[config.mk]
export PLATFORM = sky130hd
export DESIGN_NAME = match_controller
export DESIGN_NICKNAME = d
export VERILOG_FILES = /design/src/rtl/match_controller.sv
export SDC_FILE = /design/constraint.sdc
export NUM_CORES = 1
export LEC_CHECK = 0
export ABC_CLOCK_PERIOD_IN_PS = 1870
export BUFFER_PORTS_ARGS = -buffer_cell sky130_fd_sc_hd__buf_4
export CORE_MARGIN = 4
export CORE_UTILIZATION = 50
export DETAILED_ROUTE_END_ITERATION = 12
export PLACE_DENSITY = 0.83
export REMOVE_ABC_BUFFERS = 1
export SYNTH_ARGS = -nofsm -noshare
export SYNTH_HDL_FRONTEND = slang
export SYNTH_SLANG_ARGS = --single-unit
[constraint.sdc]
create_clock -name Clk -period 1.87 [get_ports Clk]
set_clock_uncertainty 0.05 [all_clocks]
set_input_delay 0.0935 -clock Clk [delete_from_list [all_inputs] [get_ports Clk]]
set_output_delay 0.0935 -clock Clk [all_outputs]
set_load 0.05 [all_outputs]
[src/rtl/match_controller.sv]
// Pong match controller: synchronises frame/point strobes, decodes key presses,
// and sequences idle/serve/play/pause/point/over while keeping both scores.
module match_controller #(
  parameter int unsigned WIN_SCORE    = 9,
  parameter int unsigned SERVE_FRAMES = 60
) (
  input  logic       Clk,
  input  logic       Reset,
  input  logic       frame_clk,
  input  logic [7:0] keycode,
  input  logic       pointL,
  input  logic       pointR,
  output logic [3:0] scoreL,
  output logic [3:0] scoreR,
  output logic       freeze,
  output logic       serve,
  output logic       serve_dir,
  output logic [2:0] game_state,
  output logic [1:0] winner
);

  typedef enum logic [2:0] {
    S_IDLE  = 3'd0,
    S_SERVE = 3'd1,
    S_PLAY  = 3'd2,
    S_PAUSE = 3'd3,
    S_POINT = 3'd4,
    S_OVER  = 3'd5
  } state_t;

  localparam logic [7:0] KEY_START   = 8'h2C;
  localparam logic [7:0] KEY_PAUSE   = 8'h13;
  localparam logic [7:0] KEY_RESTART = 8'h28;
  localparam logic [3:0] WIN         = 4'(WIN_SCORE);
  localparam logic [7:0] CD_LOAD     = 8'(SERVE_FRAMES);

  // Bit 0 frame_clk, bit 1 pointL, bit 2 pointR share one sync/edge pipeline.
  logic [2:0] async_in;
  logic [2:0] s1_q, s2_q, s3_q, edge_q, edge_d;

  assign async_in = {pointR, pointL, frame_clk};

  always_comb begin
    edge_d = s2_q & ~s3_q;
  end

  always_ff @(posedge Clk or posedge Reset) begin
    if (Reset) begin
      s1_q   <= '0;
      s2_q   <= '0;
      s3_q   <= '0;
      edge_q <= '0;
    end else begin
      s1_q   <= async_in;
      s2_q   <= s1_q;
      s3_q   <= s2_q;
      edge_q <= edge_d;
    end
  end

  logic tick, ev_l, ev_r;
  assign tick = edge_q[0];
  assign ev_l = edge_q[1];
  assign ev_r = edge_q[2];

  logic [7:0] key_q, key_prev_q;
  logic       key_new, start_ev, pause_ev, restart_ev;

  always_ff @(posedge Clk or posedge Reset) begin
    if (Reset) begin
      key_q      <= '0;
      key_prev_q <= '0;
    end else begin
      key_q      <= keycode;
      key_prev_q <= key_q;
    end
  end

  assign key_new    = (key_q != key_prev_q);
  assign start_ev   = key_new && (key_q == KEY_START);
  assign pause_ev   = key_new && (key_q == KEY_PAUSE);
  assign restart_ev = key_new && (key_q == KEY_RESTART);

  state_t     state_q, state_d;
  logic [7:0] cd_q, cd_d;
  logic       lat_l_q, lat_l_d, lat_r_q, lat_r_d;
  logic [3:0] score_l_q, score_l_d, score_r_q, score_r_d;
  logic       dir_q, dir_d;
  logic [1:0] winner_q, winner_d;
  logic       serve_q, serve_d;
  logic       freeze_q, freeze_d;
  logic       win_hit;

  always_comb begin
    state_d   = state_q;
    cd_d      = cd_q;
    lat_l_d   = lat_l_q;
    lat_r_d   = lat_r_q;
    score_l_d = score_l_q;
    score_r_d = score_r_q;
    dir_d     = dir_q;
    winner_d  = winner_q;
    serve_d   = 1'b0;
    win_hit   = 1'b0;

    case (state_q)
      S_IDLE: begin
        if (start_ev) begin
          state_d = S_SERVE;
          cd_d    = CD_LOAD;
        end
      end
      S_SERVE: begin
        if (tick) begin
          if (cd_q <= 8'd1) begin
            cd_d    = '0;
            state_d = S_PLAY;
            serve_d = 1'b1;
          end else begin
            cd_d = cd_q - 8'd1;
          end
        end
      end
      S_PLAY: begin
        if (ev_l || ev_r) begin
          lat_l_d = ev_l;
          lat_r_d = ev_r;
          state_d = S_POINT;
        end else if (pause_ev) begin
          state_d = S_PAUSE;
        end
      end
      S_PAUSE: begin
        if (pause_ev) state_d = S_PLAY;
      end
      S_POINT: begin
        // Simultaneous points cancel out: neither branch fires, so a let is replayed.
        if (lat_l_q && !lat_r_q) begin
          score_l_d = score_l_q + 4'd1;
          dir_d     = 1'b1;
          win_hit   = (score_l_d == WIN);
        end else if (lat_r_q && !lat_l_q) begin
          score_r_d = score_r_q + 4'd1;
          dir_d     = 1'b0;
          win_hit   = (score_r_d == WIN);
        end
        if (win_hit) begin
          state_d  = S_OVER;
          winner_d = lat_l_q ? 2'b01 : 2'b10;
        end else begin
          state_d = S_SERVE;
          cd_d    = CD_LOAD;
        end
        lat_l_d = 1'b0;
        lat_r_d = 1'b0;
      end
      S_OVER: begin
        if (restart_ev) begin
          score_l_d = '0;
          score_r_d = '0;
          winner_d  = '0;
          dir_d     = 1'b0;
          state_d   = S_IDLE;
        end
      end
      default: state_d = S_IDLE;
    endcase

    freeze_d = (state_d != S_PLAY);
  end

  always_ff @(posedge Clk or posedge Reset) begin
    if (Reset) begin
      state_q   <= S_IDLE;
      cd_q      <= '0;
      lat_l_q   <= 1'b0;
      lat_r_q   <= 1'b0;
      score_l_q <= '0;
      score_r_q <= '0;
      dir_q     <= 1'b0;
      winner_q  <= '0;
      serve_q   <= 1'b0;
      freeze_q  <= 1'b1;
    end else begin
      state_q   <= state_d;
      cd_q      <= cd_d;
      lat_l_q   <= lat_l_d;
      lat_r_q   <= lat_r_d;
      score_l_q <= score_l_d;
      score_r_q <= score_r_d;
      dir_q     <= dir_d;
      winner_q  <= winner_d;
      serve_q   <= serve_d;
      freeze_q  <= freeze_d;
    end
  end

  assign scoreL     = score_l_q;
  assign scoreR     = score_r_q;
  assign freeze     = freeze_q;
  assign serve      = serve_q;
  assign serve_dir  = dir_q;
  assign game_state = state_q;
  assign winner     = winner_q;

endmodule

; Yosys cells after proc, flatten, opt, wreduce, memory -nomap -nowiden
; Index checks and enable logic that the tools add are counted.
[op_classes]
add_sub_neg = 3
n_lt_le_gt_ge = 1
eq_ne = 22
mux = 38
bitwise_logic = 2
n_reduce_logical = 18
[op_table]
columns = op, count
row1 = 2-to-1 mux 8 bit, 4
row2 = 2-to-1 mux 3 bit, 8
row3 = case mux 8 bit (3 select lines), 1
row4 = "inequality test 2 bit, second input constant", 9
row5 = case mux 3 bit (6 select lines), 1
row6 = "equality test 8 x 6 -> 1 bit, second input constant", 2
row7 = 2-to-1 mux 4 bit, 4
row8 = case mux 4 bit (2 select lines), 2
row9 = 2-to-1 mux 1 bit, 11
row10 = AND reduction 3 bit, 3
row11 = "adder 4 x 1 -> 4 bit, second input constant", 2
row12 = "equality test 4 bit, second input constant", 2
row13 = "equality test 8 x 5 -> 1 bit, second input constant", 1
row14 = "less-or-equal comparator 8 x 1 -> 1 bit, second input constant", 1
row15 = inequality test 8 bit, 1
row16 = AND reduction 4 bit, 2
row17 = "subtractor 8 x 1 -> 8 bit, second input constant", 1
row18 = "equality test 3 x 2 -> 1 bit, second input constant", 2
row19 = "equality test 3 bit, second input constant", 2
row20 = 2-to-1 mux 2 bit, 3
row21 = case mux 1 bit (2 select lines), 3
row22 = logical AND 1 bit, 5
row23 = case mux 2 bit (2 select lines), 1
row24 = nonzero test 2 bit, 2
row25 = 10 further kinds, 11
[totals]
ff_bits = 54
inputBits = 13
word_cells = 100

; Logic depth before layout (Yosys ltp)
; Gate-level depths: netlist of the first run.
[depth]
depth_word = 8
depth_mapped = 9
mapped_depth_nobuf = 8

; Least setup slack after synthesis of the first run
; OpenSTA, ideal clock, no wires.
[synth_path]
kind = register -> register
start = reg state_q[2], in the netlist game_state[2]
end = reg cd_q[7]
setup_ns = 0.082
arrival_ns = 1.980
setup_slack_ns = -0.242
path_stages_with_launch = 10
n_path_buf = 3
period_less_slack_ns = 2.112
cell_sequence = dfrtp_1 buf_4 nand2b_1 buf_6 nor3b_4 nand4_1 o2111ai_2 buf_6 inv_2 a31oi_1
[synth_between]
elab_chain_cells = 3
elab_cells_between_ends = 9
[synth_rtl]
columns = element, line
row1 = from (decl), 84  ; state_t state_q, state_d;
row2 = from (signal assigned), 185  ; state_q <= state_d;
row3 = "equality test 3 bit, or another cell as far along", 106  ; case (state_q)
row4 = inequality test 2 bit (no line) or nonzero test 3 bit (tied branches), n/a
row5 = AND reduction 4 bit (no line), n/a
row6 = to (signal assigned), 175  ; cd_q <= '0;
row7 = to (signal assigned), 186  ; cd_q <= cd_d;
row8 = to (decl), 85  ; logic [7:0] cd_q, cd_d;
; Several ways; a longest one is shown, not always the timed one.
; A chain may end at the register's enable or synchronous reset.

; Final worst setup path of the first run
[layout_path]
start = reg key_q[4]
end = reg state_q[0], in the netlist game_state[0]
[layout_between]
elab_chain_cells = 5
elab_cells_between_ends = 13
[layout_rtl]
columns = element, line
row1 = from (decl), 66  ; logic [7:0] key_q, key_prev_q;
row2 = from (signal assigned), 74  ; key_q <= keycode;
row3 = inequality test 8 bit or equality test 8 x 5 -> 1 bit (tied branches), "79, 81"
row4 = logical AND 1 bit, 81  ; assign pause_ev = key_new && (key_q == KEY_PAUSE);
row5 = 2-to-1 mux 3 bit, 129  ; end else if (pause_ev) begin
row6 = 2-to-1 mux 3 bit, 125  ; if (ev_l || ev_r) begin
row7 = case mux 3 bit (6 select lines) *, 106
row8 = named net state_d[0], 84
; Mark *: on every way through the listed nets, which the timed path passes. The rest lies on a longest branch.

==> results of run 1 <==
-- timing repair --
action,4_1_cts,5_1_grt
setup buffers,8,2
pin swaps,7,2
resized for setup,22,21
hold buffers,12,0
setup endpoints to repair,20,22
hold endpoints to repair,34,0
cloned,1,0
-- layout make-up --
cell class,count,area (sq um),share of cell area [%]
Clock buffer,6,72.6,2.12
Clock inverter,1,7.51,0.219
Timing Repair Buffer,77,628,18.3
Sequential cell,54,1360,39.6
Inverter,15,56.3,1.64
Tap cell,67,83.8,2.44
Multi-Input combinational cell,143,1220,35.6
-- sequential cells by signal, summed over array words and instances, names as in the netlist, 3 cells and up --
| name | count |
|---|---|
| edge_q | 3 |
| s2_q | 3 |
| scoreR | 4 |
| scoreL | 4 |
| s3_q | 3 |
| s1_q | 3 |
| cd_q | 8 |
| key_q | 8 |
| key_prev_q | 8 |
| game_state | 3 |
-- per-stage QoR --
step	hold WS [ps]	utilization, %	TNS (ps)	cell area (sq um)
after detailed placement	119	61.4	-2780	2920
final	306	72.1	-1670	3430
after global placement	114	61.4	-1320	2920
after global routing	311	72.1	-3580	3430
after CTS	310	69.5	-428	3300
after floorplan	74.9	-	-3800	2410
-- worst min path at each step --
stage,startpoint,endpoint,slack (ps),depth (start not counted)
4_1_cts,s1_q[0],s2_q[0],310,0
2_1_floorplan,keycode[0],key_q[0],70,0
3_5_place_dp,Reset,edge_q[0],120,2
6_report,Reset,cd_q[0],310,3
5_1_grt,s1_q[0],s2_q[0],310,0
3_3_place_gp,Reset,s3_q[0],110,2
-- per-layer routing --
layer | vias up | share of wire [%] | global-route usage, %
met5 | - | 0 | 0
met2 | 54 | 51 | 35.4
met4 | 0 | 2.5 | 7.87
met1 | 983 | 42 | 26.0
li1 | 920 | - | -
met3 | 15 | 4.5 | 5.62
-- cell usage after synthesis (all sizes together) (2+ instances only) --
| cell | instances |
|---|---|
| dfrtp | 53 |
| o21ai | 20 |
| nor2 | 16 |
| inv | 15 |
| a21oi | 8 |
| ha | 8 |
| nand2 | 8 |
| nand3 | 8 |
| xor2 | 8 |
| nor3 | 6 |
| a22o | 4 |
| buf | 4 |
| nor2b | 4 |
| nor4 | 4 |
| xnor2 | 4 |
| and3 | 3 |
| clkbuf | 3 |
| mux2 | 3 |
| nand2b | 3 |
| nand4 | 3 |
| nor3b | 3 |
| nor4b | 3 |
| or3 | 3 |
| a21boi | 2 |
| a2bb2oi | 2 |
| a31oi | 2 |
| mux2i | 2 |
| nand3b | 2 |
| o311ai | 2 |
| or2 | 2 |
| or4 | 2 |
-- report_power, final --
| group | leakage (nW) | internal [mW] | total [mW] | switching, mW |
|---|---|---|---|---|
| sequential | 0.672 | 1.25 | 1.34 | 0.0852 |
| combinational | 0.818 | 0.174 | 0.385 | 0.211 |
| clock | 0.0373 | 0.258 | 0.633 | 0.375 |
-- worst max-delay path: stages (launching register included) --
cell,delay [ps]
dfrtp_1,420
buf_4,180
nor4b_4,250
nand4_1,130
a21oi_1,200
mux2_2,360
and3_4,190
a31o_4,190
-- logic make-up after synthesis --
family | count (synthesis)
xor+xnor | 12
mux | 5
fa+ha+maj | 8
simple gates | 72
buf+inv | 22
compound gates | 45
flops | 54
==> summary.txt, run 1 <==
Outcome - finished with violations
Failing checks - negative setup slack
Pwr/cell area - 686 nW/um^2
Max-slew violations - 0
Routed via count - 1972
Area growth syn-to-layout - 39.5%
CP Class - reg2reg
Die footprint - 6100 sq um
Ports - 29
Peak VDD IR - 0.518 mV
Non-Filler Instances - 363
CTS Buf Count - 5
Placed cell count - 333
Critical Path RT - 2030 ps
Layout cells sized above 1 - 40.5%
Worst EP arrival - 2230 ps
LEAKAGE - 1.53 nW
Pre-CTS setup slack - -249 ps
Clk root buf - clkbuf_8
Initial Util - 51.7%
Worst setup SP type - flop
Commonest non-fill, non-tap cell in the layout - buf_4
Rel. slew slack - 64.5%
Site Rows - 25
F_max - 0.482 GHz
Mux contribution to synthesized area - 2.19%
Post-Synthesis Cells - 218
Cell taking the most area after synthesis - dfrtp_1
Leading cell types in the layout, fill and taps excluded - buf_4, dfrtp_1, o21ai_0, nor2_1, dlygate4sd3_1
Worst r2r src - key_q[4]
CTS tree - built
Top cells by area, synth - dfrtp_1, ha_1, o21ai_0
Critical Path End - game_state[0]
Width of the die - 78.1 um
Nets - 317
Worst setup EP type - flop
Wire per inst - 16.2 um
Cell area after synthesis - 2460 sq um
# fillers - 327
Final Worst Setup Slack - -207 ps
Reg2Reg Capture Point - game_state[0]
Async S/R FF share, synth - 100%
DRT iter0 DRCs - 123
Routability cong. - 0.826
Initial antenna violation count - 0
Top cell type's share of synthesized area - 53.9%
Drc violations - 0
Post-Synth Simple-Gate Area - 18.6%
Tot Pwr - 2.35 mW
Seq/Total Area, Yosys - 55.0%
Yosys cell types - 51
Worst Reg-to-Reg Cells - 7
Number of synthesized register bits - 54
Worst-margin pin slew - 531 ps
Worst skew pair latency - 320 ps
Drt pass-1 iters - 4
Hold Vio Cnt, Final - 0
H-tree level count - 2
CTS max path bufs - 2
Synth warn - 0
Post-synth EDFFs - 0
Number of port buffers - 28
CTS sink count - 54
HP Class - in2async
Xor-xnor portion of the synthesized cell area - 4.27%
Combinational family with the most area after synthesis - simple AND/OR/NAND/NOR gates
Diode count - 0
Die height - 78.1 um
First-pass GRT wire length - 10000 um
Unrepaired setup endpoints after global routing - true
CP startpoint - key_q[4]
Post-route ant nets - 0
Total track usage - 21.0%
Synth Area per Inst - 11.3 sq um
Vias per Instance - 5.43
Clock slew at reported path FFs - 100 ps
HPWL Detailed - 3590 um
Vias in the first global route - 2058
Max-capacitance violation count - 0
Worst-path fanout max - 3
Final wirelength - 5880 um
Post-route minimum period - 2080 ps
Synth Area in Compound Gates - 11.7%
Area of the core - 4750 sq um
R2r setup slk - -210 ps
Predominant post-synthesis flop cell - dfrtp_1
Adder-cell share of the synthesized area - 4.07%
# setup viols final - 18
Pin count of the biggest net entering global routing - 31
Final worst path period share - 111%
Total global routing overflow - 0
No activity file was read; power rests on OpenSTA's default activity.
==> run 2, diff against run 1 <==
CTS_BUF_LIST = sky130_fd_sc_hd__clkbuf_8   (was not set)
==> summary.txt, run 2 (synthesized netlist as in run 1, its figures left out) <==
Final Worst Setup Slack - -205 ps
Pre-CTS setup slack - -249 ps
Internal power - 1.68 mW
Post-route minimum period - 2070 ps
CP Buf/Inv Count - 1
Logic pwr share - 16.4%
Sw power - 672 uW
Leading cell types in the layout, fill and taps excluded - buf_4, dfrtp_1, o21ai_0, nor2_1
Critical Path Max Stage Delay - 420 ps
# fillers - 327
Die height - 78.1 um
CP Class - reg2reg
Flop pwr share - 56.9%
Failing checks - negative setup slack
Total global routing overflow - 0
Number of port buffers - 28
CTS max path bufs - 2
CTS tree - built
F_max - 0.482 GHz
Worst Reg-to-Reg Cells - 7
Worst-path fanout max - 3
Vias per Instance - 5.46
Dpl cell area - 2920 sq um
HPWL Detailed - 3590 um
CP Depth - 7
DRT iter0 DRCs - 123
Drc violations - 0
Delay-heaviest family, CP - simple AND/OR/NAND/NOR gates
Clock slew at reported path FFs - 100 ps
Worst setup SP type - flop
Vias in the first global route - 2058
Peak VDD IR - 0.518 mV
Routability cong. - 0.826
Pin count of the biggest net entering global routing - 31
Clk root buf - clkbuf_8
Slowest-stage cell, CP - dfrtp_1
Clk pwr share - 26.8%
Final instance area - 3430 sq um
Post-route ant nets - 0
Switching Share - 28.6%
LEAKAGE - 1.53 nW
First-pass GRT wire length - 10000 um
Hold Vio Cnt, Final - 0
HP Class - in2async
Pwr/cell area - 685 nW/um^2
Fin Setup TNS - -1680 ps
Worst setup EP type - flop
Max-capacitance violation count - 0
Total track usage - 21.0%
Worst-margin pin slew - 531 ps
Final wirelength - 5890 um
Worst skew pair latency - 320 ps
Final worst path period share - 111%
Non-Filler Instances - 363
Outcome - finished with violations
Ports - 29
Routed via count - 1981
Width of the die - 78.1 um
Tot Pwr - 2.35 mW
Initial Util - 51.7%
Diode count - 0
Unrepaired setup endpoints after global routing - true
CTS Buf Count - 5
Worst EP arrival - 2230 ps
Regs by FF count - cd_q: 8 flops, key_prev_q: 8 flops, key_q: 8 flops
Area growth syn-to-layout - 39.5%
Initial antenna violation count - 0
Placed cell count - 333
Die footprint - 6100 sq um
Crit-path cells - buf_4 > nor4b_4 > nand4_1 > a21oi_1 > mux2_2 > and3_4 > a31o_4
Commonest non-fill, non-tap cell in the layout - buf_4
Nets - 317
Layout Utilization - 72.1%
Wire per inst - 16.2 um
H-tree level count - 2
Site Rows - 25
Drt pass-1 iters - 4
Rel. slew slack - 64.5%
Post-Route Hold Slack - 306 ps
# setup viols final - 18
Critical Path RT - 2030 ps
Max-slew violations - 0
CTS sink count - 54
Area of the core - 4750 sq um
Layout cells sized above 1 - 40.5%
## run 2: path summary, 6_finish.rpt
| check | slack, ps | start | endpoint |
|---|---|---|---|
| worst max-delay path | -200 | key_q[4] | game_state[0] |
| worst min-delay path | 310 | Reset | cd_q[0] |
| worst max register to register | -200 | key_q[4] | game_state[0] |
| worst min register to register | 310 | s1_q[2] | s2_q[2] |
| max in group asynchronous | 910 | Reset | scoreR[2] |
| min in group Clk | 310 | s1_q[2] | s2_q[2] |
## run 2: worst reg2reg max path, cell delays in order, from the launching register on
cell     delay [ps]
dfrtp_1         420
buf_4           180
nor4b_4         240
nand4_1         130
a21oi_1         200
mux2_2          360
and3_4          190
a31o_4          190
## run 2: area by class of cell
type | instances | area (sq um) | share of cell area, %
flip-flops and latches | 54 | 1360 | 39.6
clock inverters | 2 | 11.3 | 0.328
inverters | 15 | 56.3 | 1.64
repair buffers | 77 | 628 | 18.3
clock buffers | 5 | 68.8 | 2.01
multi-input cells | 143 | 1220 | 35.6
well taps | 67 | 83.8 | 2.44
## run 2: power by group through the flow
stage          Sequential [mW]  Clock [mW]  Combinational (mW)
6_report                  1.34       0.628               0.385
5_1_grt                   1.35       0.715               0.434
4_1_cts                   1.32       0.643               0.367
3_5_place_dp              1.34           0               0.326
3_3_place_gp              1.34           0               0.305
2_1_floorplan             1.33           0               0.210
## run 2: layer usage
layer  track usage, %  part of all wire, %  vias to the layer above
met3             5.62                  4.6                       15
li1                 -                    -                      919
met4             7.87                  2.5                        0
met2             35.4                   51                       60
met5                0                    0                        -
met1             26.0                   41                      987
## run 2: timing repair
action	CTS	global route
pin swaps	7	2
endpoints found under the hold margin	34	0
endpoints found under the setup margin	20	22
hold buffers	12	0
resized for setup	22	21
cloned	1	0
setup buffers	8	2
